===== config.mk =====
export PLATFORM = sky130hd
export DESIGN_NAME = instr_fetch_unit
export DESIGN_NICKNAME = d
export VERILOG_FILES = /design/src/rtl/fetch_pkg.sv /design/src/rtl/fetch_fifo.sv /design/src/rtl/instr_fetch_unit.sv
export SDC_FILE = /design/constraint.sdc
export NUM_CORES = 1
export LEC_CHECK = 0
export BUFFER_PORTS_ARGS = -buffer_cell sky130_fd_sc_hd__clkbuf_2
export CORE_UTILIZATION = 55
export DETAILED_ROUTE_END_ITERATION = 10
export PLACE_DENSITY = 0.87
export SLEW_MARGIN = 20
export SYNTH_ARGS = -nofsm -noshare
export SYNTH_HDL_FRONTEND = slang
export SYNTH_HIERARCHICAL = 1
export SYNTH_SLANG_ARGS = --single-unit

===== constraint.sdc =====
create_clock -name clk -period 8.2 [get_ports clk]
set_input_delay 0.82 -clock clk [delete_from_list [all_inputs] [get_ports clk]]
set_output_delay 0.82 -clock clk [all_outputs]
set_load 0.01 [all_outputs]

===== src/rtl/fetch_pkg.sv =====
// Shared types and constants for the instruction fetch unit.
// FETCH_MISALIGN_TRAP_EN adds the HALT state used by the misaligned-redirect trap.
package fetch_pkg;

    localparam logic [31:0] PC_STEP = 32'd4;

`ifdef FETCH_MISALIGN_TRAP_EN
    typedef enum logic [1:0] {
        StFetch,
        StDrain,
        StHalt
    } fetch_state_t;
`else
    typedef enum logic [1:0] {
        StFetch,
        StDrain
    } fetch_state_t;
`endif

    typedef struct packed {
        logic [31:0] instr;
        logic [31:0] pc;
    } fetch_entry_t;

    function automatic logic [31:0] align_word(input logic [31:0] addr);
        return addr & ~32'h3;
    endfunction

endpackage


===== src/rtl/fetch_fifo.sv =====
// DEPTH-entry synchronous FIFO of fetched {instr, pc} entries; flush beats push and pop.
// Head entry is presented combinationally so decode sees it with zero latency.
module fetch_fifo
    import fetch_pkg::*;
#(
    parameter int unsigned DEPTH = 2
) (
    input  logic                     clk,
    input  logic                     rst_n,
    input  logic                     i_push,
    input  logic                     i_pop,
    input  logic                     i_flush,
    input  fetch_entry_t             i_data,
    output fetch_entry_t             o_data,
    output logic [$clog2(DEPTH):0]   o_count,
    output logic                     o_full,
    output logic                     o_empty
);

    localparam int unsigned AW = (DEPTH > 1) ? $clog2(DEPTH) : 1;
    localparam int unsigned CW = $clog2(DEPTH) + 1;

    fetch_entry_t  r_mem [DEPTH];
    logic [AW-1:0] r_wr_ptr;
    logic [AW-1:0] r_rd_ptr;
    logic [CW-1:0] r_count;
    logic          w_do_push;
    logic          w_do_pop;

    assign o_empty   = (r_count == '0);
    assign o_full    = (r_count == CW'(DEPTH));
    assign o_count   = r_count;
    assign o_data    = r_mem[r_rd_ptr];
    assign w_do_pop  = i_pop & ~o_empty;
    // A pop in the same cycle frees the slot, so push at full is legal then.
    assign w_do_push = i_push & (~o_full | w_do_pop);

    always_ff @(posedge clk or negedge rst_n) begin
        if (!rst_n) begin
            r_wr_ptr <= '0;
            r_rd_ptr <= '0;
            r_count  <= '0;
        end else if (i_flush) begin
            r_wr_ptr <= '0;
            r_rd_ptr <= '0;
            r_count  <= '0;
        end else begin
            if (w_do_push) begin
                r_wr_ptr <= r_wr_ptr + AW'(1);
            end
            if (w_do_pop) begin
                r_rd_ptr <= r_rd_ptr + AW'(1);
            end
            r_count <= r_count + CW'(w_do_push) - CW'(w_do_pop);
        end
    end

    always_ff @(posedge clk) begin
        if (w_do_push && !i_flush) begin
            r_mem[r_wr_ptr] <= i_data;
        end
    end

endmodule


===== src/rtl/instr_fetch_unit.sv =====
// Instruction fetch front end: owns the PC, issues credit-limited imem reads, buffers
// returned words and applies redirects by killing in-flight responses. FETCH_MISALIGN_TRAP_EN
// enables the misaligned-redirect trap (HALT state, sticky misalign_err).
module instr_fetch_unit
    import fetch_pkg::*;
#(
    parameter logic [31:0] RESET_PC = 32'h0000_0000,
    parameter int unsigned DEPTH    = 2
) (
    input  logic        clk,
    input  logic        rst_n,
    output logic        imem_req_valid,
    input  logic        imem_req_ready,
    output logic [31:0] imem_req_addr,
    input  logic        imem_rsp_valid,
    input  logic [31:0] imem_rsp_data,
    output logic        instr_valid,
    input  logic        instr_ready,
    output logic [31:0] instruction,
    output logic [31:0] instr_pc,
    output logic [31:0] instr_pc_plus4,
    input  logic        redirect_valid,
    input  logic [31:0] redirect_target,
    output logic        misalign_err
);

    localparam int unsigned   CW      = $clog2(DEPTH) + 1;
    localparam logic [CW:0]   DEPTH_W = (CW + 1)'(DEPTH);

    fetch_state_t  r_state;
    fetch_state_t  w_state_d;
    logic [31:0]   r_pc;
    logic [31:0]   w_pc_d;
    logic [31:0]   r_rsp_pc;
    logic [31:0]   w_rsp_pc_d;
    logic [CW-1:0] r_out;
    logic [CW-1:0] w_out_d;
    logic [CW-1:0] r_kill;
    logic [CW-1:0] w_kill_d;

    logic          w_req_fire;
    logic          w_credit;
    logic          w_push;
    logic          w_pop;
    logic          w_flush;
    logic          w_empty;
    logic          w_fifo_full_unused;
    logic [CW-1:0] w_count;
    fetch_entry_t  w_push_entry;
    fetch_entry_t  w_head;

`ifdef FETCH_MISALIGN_TRAP_EN
    logic          r_err;
    logic          w_err_d;
`else
    logic          w_unused_tgt_lsbs;
    assign w_unused_tgt_lsbs = ^redirect_target[1:0];
`endif

    // Credit counts buffered words plus words still owed by memory, so the FIFO never overflows.
    assign w_credit       = ({1'b0, w_count} + {1'b0, r_out}) < DEPTH_W;
    assign imem_req_valid = rst_n & (r_state == StFetch) & w_credit & ~redirect_valid;
    assign imem_req_addr  = r_pc;
    assign w_req_fire     = imem_req_valid & imem_req_ready;

    assign instr_valid    = ~w_empty;
    assign w_pop          = instr_valid & instr_ready;
    assign instruction    = instr_valid ? w_head.instr : 32'h0;
    assign instr_pc       = instr_valid ? w_head.pc : 32'h0;
    assign instr_pc_plus4 = instr_valid ? (w_head.pc + PC_STEP) : 32'h0;

    assign w_push_entry.instr = imem_rsp_data;
    assign w_push_entry.pc    = r_rsp_pc;

    always_comb begin
        w_state_d  = r_state;
        w_pc_d     = r_pc;
        w_rsp_pc_d = r_rsp_pc;
        w_kill_d   = r_kill;
        w_push     = 1'b0;
        w_flush    = 1'b0;
`ifdef FETCH_MISALIGN_TRAP_EN
        w_err_d    = r_err;
`endif
        w_out_d    = r_out + CW'(w_req_fire) - CW'(imem_rsp_valid);

        if (w_req_fire) begin
            w_pc_d = r_pc + PC_STEP;
        end

        // r_rsp_pc is the PC of the next surviving response; responses return in order.
        if (imem_rsp_valid) begin
            if (r_kill != '0) begin
                w_kill_d = r_kill - CW'(1);
            end else begin
                w_push     = 1'b1;
                w_rsp_pc_d = r_rsp_pc + PC_STEP;
            end
        end

        if (r_state == StDrain && w_kill_d == '0) begin
            w_state_d = StFetch;
        end

        if (redirect_valid) begin
            w_flush    = 1'b1;
            w_push     = 1'b0;
            w_pc_d     = align_word(redirect_target);
            w_rsp_pc_d = align_word(redirect_target);
            w_kill_d   = w_out_d;
            w_state_d  = (w_out_d != '0) ? StDrain : StFetch;
`ifdef FETCH_MISALIGN_TRAP_EN
            w_err_d = |redirect_target[1:0];
            if (w_err_d) begin
                w_state_d = StHalt;
            end
`endif
        end
    end

    always_ff @(posedge clk or negedge rst_n) begin
        if (!rst_n) begin
            r_state  <= StFetch;
            r_pc     <= RESET_PC;
            r_rsp_pc <= RESET_PC;
            r_out    <= '0;
            r_kill   <= '0;
`ifdef FETCH_MISALIGN_TRAP_EN
            r_err    <= 1'b0;
`endif
        end else begin
            r_state  <= w_state_d;
            r_pc     <= w_pc_d;
            r_rsp_pc <= w_rsp_pc_d;
            r_out    <= w_out_d;
            r_kill   <= w_kill_d;
`ifdef FETCH_MISALIGN_TRAP_EN
            r_err    <= w_err_d;
`endif
        end
    end

`ifdef FETCH_MISALIGN_TRAP_EN
    assign misalign_err = r_err;
`else
    assign misalign_err = 1'b0;
`endif

    fetch_fifo #(
        .DEPTH (DEPTH)
    ) u_fifo (
        .clk     (clk),
        .rst_n   (rst_n),
        .i_push  (w_push),
        .i_pop   (w_pop),
        .i_flush (w_flush),
        .i_data  (w_push_entry),
        .o_data  (w_head),
        .o_count (w_count),
        .o_full  (w_fifo_full_unused),
        .o_empty (w_empty)
    );

endmodule


After elaboration in Yosys (flattened, before gate mapping)
Memory sizes are Yosys's and may differ from the RTL's.
Cells that the tools add are included.
- equal/unequal tests: 3
- reductions and logical operators: 14
- magnitude comparators: 1
- muxes and demuxes: 25
- bitwise logic cells: 11
- add/sub/neg operators: 11
- operators with widths (cell ; number):
    32-bit 2-to-1 mux ; 8
    32-bit by 3-bit adder with 32-bit output, second input constant ; 3
    2-bit nonzero test ; 7
    2-bit 2-to-1 mux ; 6
    1-bit 2-to-1 mux ; 11
    1-bit bitwise AND ; 7
    2-bit zero test ; 3
    2-bit by 1-bit adder with 2-bit output ; 2
    2-bit by 1-bit subtractor with 2-bit output ; 2
    2-bit by 2-bit adder with 3-bit output ; 1
    3-bit by 2-bit < comparator with 1-bit output, second input constant ; 1
    1-bit inverter ; 3
    1-bit adder, second input constant ; 2
    2-bit by 1-bit == test with 1-bit output, second input constant ; 1
    2-bit == test, second input constant ; 1
    1-bit logical AND ; 2
    2-bit inequality test, second input constant ; 1
    2-bit AND reduction ; 1
    2-bit by 1-bit subtractor with 2-bit output, second input constant ; 1
    1-bit zero test ; 1
    1-bit bitwise OR ; 1
- register bits: 74
- word-level logic and storage cells: 74
- bits of input ports: 70
- memory bits (writable): 128
- memories kept: 1
- memories (name ; depth ; bits a word ; read ports ; clocked after Yosys merged registers in ; write ports ; RTL line ; RTL):
    u_fifo.r_mem ; 2 ; 64 ; 1 ; 0 ; 1 ; fetch_fifo.sv:23 ; fetch_entry_t r_mem [DEPTH];

Logic depth before layout (Yosys ltp)
Gate-level depths: netlist of the first run.
- word-level depth: 10
- depth in mapped cells: 13

Cells and area by module
The synthesis of the first run kept the hierarchy.
- modules (own cells, without submodules) (module ; sequential area each (µm²) ; times used ; cells each ; area an instance (µm²)):
    fetch_fifo ; 3943.8 ; 1 ; 228 ; 4883.4
    instr_fetch_unit ; 1626.6 ; 1 ; 576 ; 4759.6

Least setup slack after synthesis of the first run
No wires, ideal clock.
- kind: input port to flip-flop
- start point: input redirect_valid
- end point: memory u_fifo/r_mem[1][0] (netlist name), enable pin
- slack: 1.166 ns
- required time: 7.622 ns
- stages: 6
- data arrival time: 6.457 ns
- setup time: 0.578 ns
- cells stage by stage: clkbuf_1 inv_1 clkbuf_1 and2_1 o21ai_2 nor3b_1
- longest elaborated chain between the ends: 5
- elaborated cells between the ends (all ways): 7
- classes of those cells: mux (4); bitwise (1); reduce/logical (2)
- ends and longest elaborated chain (element ; RTL line ; RTL):
    start: declaration ; instr_fetch_unit.sv:22 ; input logic redirect_valid,
    1-bit 2-to-1 mux ; instr_fetch_unit.sv:105 ; if (redirect_valid) begin
    named net w_push ; instr_fetch_unit.sv:43 ; logic w_push;
    1-bit bitwise AND ; fetch_fifo.sv:36 ; assign w_do_push = i_push & (~o_full | w_do_pop);
    1-bit logical AND ; fetch_fifo.sv:59 ; if (w_do_push && !i_flush) begin
    1-bit 2-to-1 mux ; fetch_fifo.sv:59 ;
    1-bit 2-to-1 mux (implied by the code) ; fetch_fifo.sv:60 ; r_mem[r_wr_ptr] <= i_data;
    end: declaration ; fetch_fifo.sv:23 ;
The timed path passes the listed nets, and every way through them passes these cells.

==> flow_summary.toml, run 1 <==
[clock_network]
cts_max_path_buffers = 2
h-tree-depth = 4
numCtsBuffers = 17
insertion_delay_ns = 0.44
holdBufCountCts = 0
root_buffer = "clkbuf_16"
cts.sinks = 197
cts_resized = 0
cts_tree = "built"
post_cts_buffers = 0
clkSlewWorstSetupHoldPaths_ns = 0.07

[power_and_ir_drop]
switching_power_uw = 625
p_comb_frac = 0.120
power.density_nw_per_um2 = 203
ir_drop_mv = 0.169
p_seq_frac = 0.523
internal_power_uw = 1690
power.total_uw = 2310
pwr-share-clk = 0.358
p_leak_uw = 0.00443
p_sw_frac = 0.271

[sta]
drv_slew = 0
worst_pin_slew_ns = 0.924
fin_crit_ns = 4.38
fin_ws_ns = 3.82
maxClockFrequency_mhz = 228
max_slew_margin = 0.384
setup_viol = 0
period_share = 0.534
grt_setup_unrepaired = "no"
hold_viol = 0
fin_setup_tns_ns = 0
clock_skew_ns = 0.00836

[status]
outcome = "complete, no violations"

[routing]
num_vias = 6920
drc = 0
wl_um = 21000
detail-route-antenna-nets = 0
via_per_inst = 5.63
wire_per_inst_um = 17.1
drt_pre_antenna_iters = 5
drt_iter0_markers = 542

[floorplan]
fp.coreArea_um2 = 17200
start_util = 0.561
dieHeight_um = 134
rows = 48
chipWidth_um = 134
dieArea_um2 = 18100
top_level_ports = 201

[worst_hold_path]
holdPathStages = 0
hold_path.class = "flop to flop"

[finish]
layout-drive-gt1-share = 0.273
nFillCells = 1288
nets = 1068
instances_no_fill = 1229
final_common_cell = "clkbuf_2"
diodes = 0
layout_common_cells = "clkbuf_2, edfxtp_1, nor2b_1, dfrtp_1, nand2_1"
synthToLayoutAreaGrowth_pct = 18.1

[synth]
synth_warnings = 6
syn-cell-area_um2 = 9640
syn_inst = 803
avgSynthCellArea_um2 = 12.0

[global_route]
grt_max_degree = 97
grt_pass1_vias = 6593
grtUsageTotal = 0.241
grt_overflow_total = 0
antenna_found_initial = 0
grt_pass1_wl_um = 33700

[worst_setup_path]
worst_setup_path_end_kind = "output port"
worstRegToRegCells = 12
worstSetupPathType = "flop to output port"
arrival_ns = 3.56
crit_path_max_fanout = 64
critical_path_required_ns = 7.38
worstSetupStartpointType = "flop"

[flow_run]
cap_violations = 0

[placement]
placed_cells = 1197
port_buffers = 195
dpl.hpwl_um = 14300
gp_congestion = 0.911
pre_cts_slack_ns = 4.29
-- path summary, 6_finish.rpt --
check	startpoint	end	slack [ns]
hold reg to reg	r_rsp_pc[31]$_DFFE_PN0P_	u_fifo/r_mem[1][31]$_DFFE_PP_	0.50
min in group asynchronous	rst_n	imem_req_addr[18]$_DFFE_PN0P_	0.67
setup reg to reg	u_fifo/o_count[0]$_DFF_PN0_	r_state[0]$_DFFE_PN0P_	4.35
setup / recovery	u_fifo/r_rd_ptr$_DFFE_PN0P_	instr_pc_plus4[28]	3.82
hold / removal	r_rsp_pc[31]$_DFFE_PN0P_	u_fifo/r_mem[1][31]$_DFFE_PP_	0.50
max in group asynchronous	rst_n	u_fifo/r_rd_ptr$_DFFE_PN0P_	6.90
-- final cells by class --
cell class                 count  area [um2]  area share
sequential                   197        5570       0.490
clock buffer                  17         425      0.0374
tap                          225         282      0.0247
timing repair buffer         202        1030      0.0904
multi-input combinational    559        3860       0.339
clock inverter                15         158      0.0139
inverter                      14        52.6     0.00462
-- per-stage QoR --
| step | util | hold slack [ns] | instance area [um2] |
|---|---|---|---|
| floorplan | - | 0.442 | 9660 |
| global placement | 0.629 | 0.465 | 10800 |
| detailed placement | 0.629 | 0.479 | 10800 |
| CTS | 0.663 | 0.496 | 11400 |
| global route | 0.663 | 0.509 | 11400 |
| finish | 0.663 | 0.497 | 11400 |
-- layer usage --
layer  track usage  share of wire  vias up
met4        0.0724          0.011        0
met1         0.334           0.44     3291
met2         0.388           0.48      299
met3        0.0457          0.068       23
met5             0              0        -
li1              -              -     3307
-- critical path: stages (launching register included) --
cell	delay, ns
dfrtp_2	0.36
buf_4	0.68
mux2_1	0.40
and4_1	0.30
nand4_1	0.45
nor4b_1	0.54
xnor2_1	0.17
nor2_1	0.05
clkbuf_2	0.16
-- power by group through the flow --
stage                     Sequential, uW  Clock [uW]  Combinational, uW
after floorplan                     1220           0                173
after global placement              1220           0                266
after detailed placement            1230           0                276
after CTS                           1210         839                278
after global routing                1220         878                307
final                               1210         826                276
-- registers in the layout (all words and copies together), names as in the netlist --
| register | cells |
|---|---|
| u_fifo/o_count | 2 |
| r_out | 2 |
| u_fifo/r_rd_ptr | 1 |
| imem_req_addr | 30 |
| u_fifo/r_mem | 128 |
| r_state | 1 |
| r_rsp_pc | 30 |
| u_fifo/r_wr_ptr | 1 |
| r_kill | 2 |
Note: power is estimated with default switching activity, not from simulation.
==> run 2: changes to the inputs <==
- ABC_AREA: default -> 1
- CORE_UTILIZATION: 55 -> 56
- clock period: 8.2 -> 4.4 ns (I/O delays scaled with it)
==> run 2 against run 1 <==
  * The run now ends with negative hold slack left
  * Utilization grew 0.77 points
  * Final cell count grew 44%
  * Wire length rose by 31%
  * Area after synthesis rose by 12%
  * Synthesized cell count grew 67%
  * Via count rose by 36%
  * Flip-flop and latch count unchanged
  * Sequential power grew 97%
  * Global-route usage up 4.8 points
  * First-iteration DRC count increased by 48%
  * Critical path type unchanged
  * Largest cell class unchanged
  * Largest power group unchanged
  * Highest routed layer unchanged
==> flow_summary.toml, run 2 <==
[sta]
hold_ws_ns = -0.00199
max_slew_margin = 0.452
maxClockFrequency_mhz = 287
fin_ws_ns = 0.918
period_share = 0.791
fin_crit_ns = 3.48
drv_slew = 0
grt_setup_unrepaired = "no"
setup_viol = 0
worst_pin_slew_ns = 0.821
clock_skew_ns = 0.0136
fin_setup_tns_ns = 0
hold_viol = 2

[finish]
layout_common_cells = "nand2_1, clkbuf_2, inv_1, nor2_1, edfxtp_1"
nets = 1603
final_common_cell = "nand2_1"
synthToLayoutAreaGrowth_pct = 16.6
diodes = 0
layout-drive-gt1-share = 0.190
max_flop_register = "u_fifo/r_mem"
largest_reg_flops = 128
instances_no_fill = 1773
stdcell_area_um2 = 12600
postLayoutCoreUtil = 0.670

[power_and_ir_drop]
p_sw_frac = 0.348
pwr-share-clk = 0.317
p_comb_frac = 0.224
p_leak_uw = 0.00597
power.density_nw_per_um2 = 412
p_seq_frac = 0.459
switching_power_uw = 1810
ir_drop_mv = 0.324
internal_power_uw = 3380

[status]
violations = "negative hold slack"
outcome = "complete, but fails checks"

[placement]
placed_cells = 1741
port_buffers = 195
dpl.hpwl_um = 20100
pre_cts_slack_ns = 1.41
gp_congestion = 0.926
place_area_um2 = 11900

[routing]
num_vias = 9420
via_per_inst = 5.31
drt_iter0_markers = 803
wl_um = 27600
wire_per_inst_um = 15.6
drt_pre_antenna_iters = 5
drc = 0
detail-route-antenna-nets = 0

[synth]
synth_warnings = 6
syn_inst = 1337
avgSynthCellArea_um2 = 8.07
syn-cell-area_um2 = 10800

[flow_run]
cap_violations = 0

[clock_network]
clkSlewWorstSetupHoldPaths_ns = 0.08
cts_resized = 0
numCtsBuffers = 17
insertion_delay_ns = 0.45
cts.sinks = 197
holdBufCountCts = 0
post_cts_buffers = 0
root_buffer = "clkbuf_16"
cts_tree = "built"
h-tree-depth = 4
cts_max_path_buffers = 2

[floorplan]
fp.coreArea_um2 = 18800
top_level_ports = 201
dieArea_um2 = 19800
start_util = 0.575
dieHeight_um = 141
chipWidth_um = 141
rows = 50

[global_route]
grt_use_met3 = 0.0448
grt_overflow_total = 0
grt_pass1_vias = 8875
grt_pass1_wl_um = 44000
grt_use_met1 = 0.369
grt_use_met2 = 0.495
grtUsageTotal = 0.289
grt_max_degree = 66
antenna_found_initial = 0
busiest_layer = "met2"

[worst_setup_path]
worstSetupStartpointType = "flop"
worst_setup_path_end_kind = "output port"
slowest_stage = "inv_2"
critical_path_required_ns = 3.96
cp_cell_sequence = "inv_2, nand2_1, nand2_1, ha_1, nand2_2, nor3_4, nand2_4, nor2_4, nand2_2, xor2_1, nor2_1, clkbuf_2"
cp_slowest_stage_delay_ns = 0.60
arrival_ns = 3.04
crit_path_max_fanout = 47
worstSetupPathType = "flop to output port"

[worst_hold_path]
hold_path.class = "primary input to asynchronous set/reset pin"
[run 2: per-layer routing]
layer / share of wire / vias up
met4: 0.027 / 0
met1: 0.42 / 4303
li1: - / 4612
met3: 0.068 / 55
met5: 0 / -
met2: 0.49 / 450
[run 2: critical path: cells and delay by family (launching register included)]
kind | cells | cell delay [ns]
fa+ha+maj | 1 | 0.26
simple gates | 8 | 1.03
buf+inv | 2 | 0.73
flops | 1 | 0.41
xor+xnor | 1 | 0.13
[run 2: power by group through the flow]
stage	Clock, uW	Combinational, uW	Sequential, uW
2_1_floorplan	0	752	2370
3_3_place_gp	0	1110	2390
3_5_place_dp	0	1150	2410
4_1_cts	1650	1160	2370
5_1_grt	1730	1300	2400
6_report	1640	1160	2380
[run 2: area by class of cell]
type | count | area [um2]
Inverter | 184 | 691
Sequential cell | 197 | 5570
Tap cell | 234 | 293
Clock buffer | 17 | 425
Fill cell | 1453 | 6190
Clock inverter | 15 | 220
Timing Repair Buffer | 205 | 1060
Multi-Input combinational cell | 921 | 4320
[run 2: worst paths after layout]
kind                                             start                       endpoint  slack [ns]  depth (start not counted)
setup / recovery           u_fifo/r_rd_ptr$_DFFE_PN0P_             instr_pc_plus4[20]        0.92                         12
hold / removal                                   rst_n  imem_req_addr[29]$_DFFE_PN0P_      -0.002                          1
setup reg to reg                   r_kill[1]$_DFF_PN0_  u_fifo/r_mem[0][46]$_DFFE_PP_        1.53                          8
hold reg to reg               r_rsp_pc[25]$_DFFE_PN0P_  u_fifo/r_mem[0][25]$_DFFE_PP_        0.51                          0
max in group asynchronous                        rst_n    u_fifo/r_rd_ptr$_DFFE_PN0P_        3.31                          2
min in group clk                     imem_rsp_data[10]  u_fifo/r_mem[0][42]$_DFFE_PP_        0.17                          1
[run 2: metrics by stage]
stage	total power, uW	hold slack (ns)
after floorplan	3120	0.144
after global placement	3500	0.481
after detailed placement	3560	0.489
after CTS	5180	0.00395
after global routing	5420	0.0188
final	5180	-0.00199
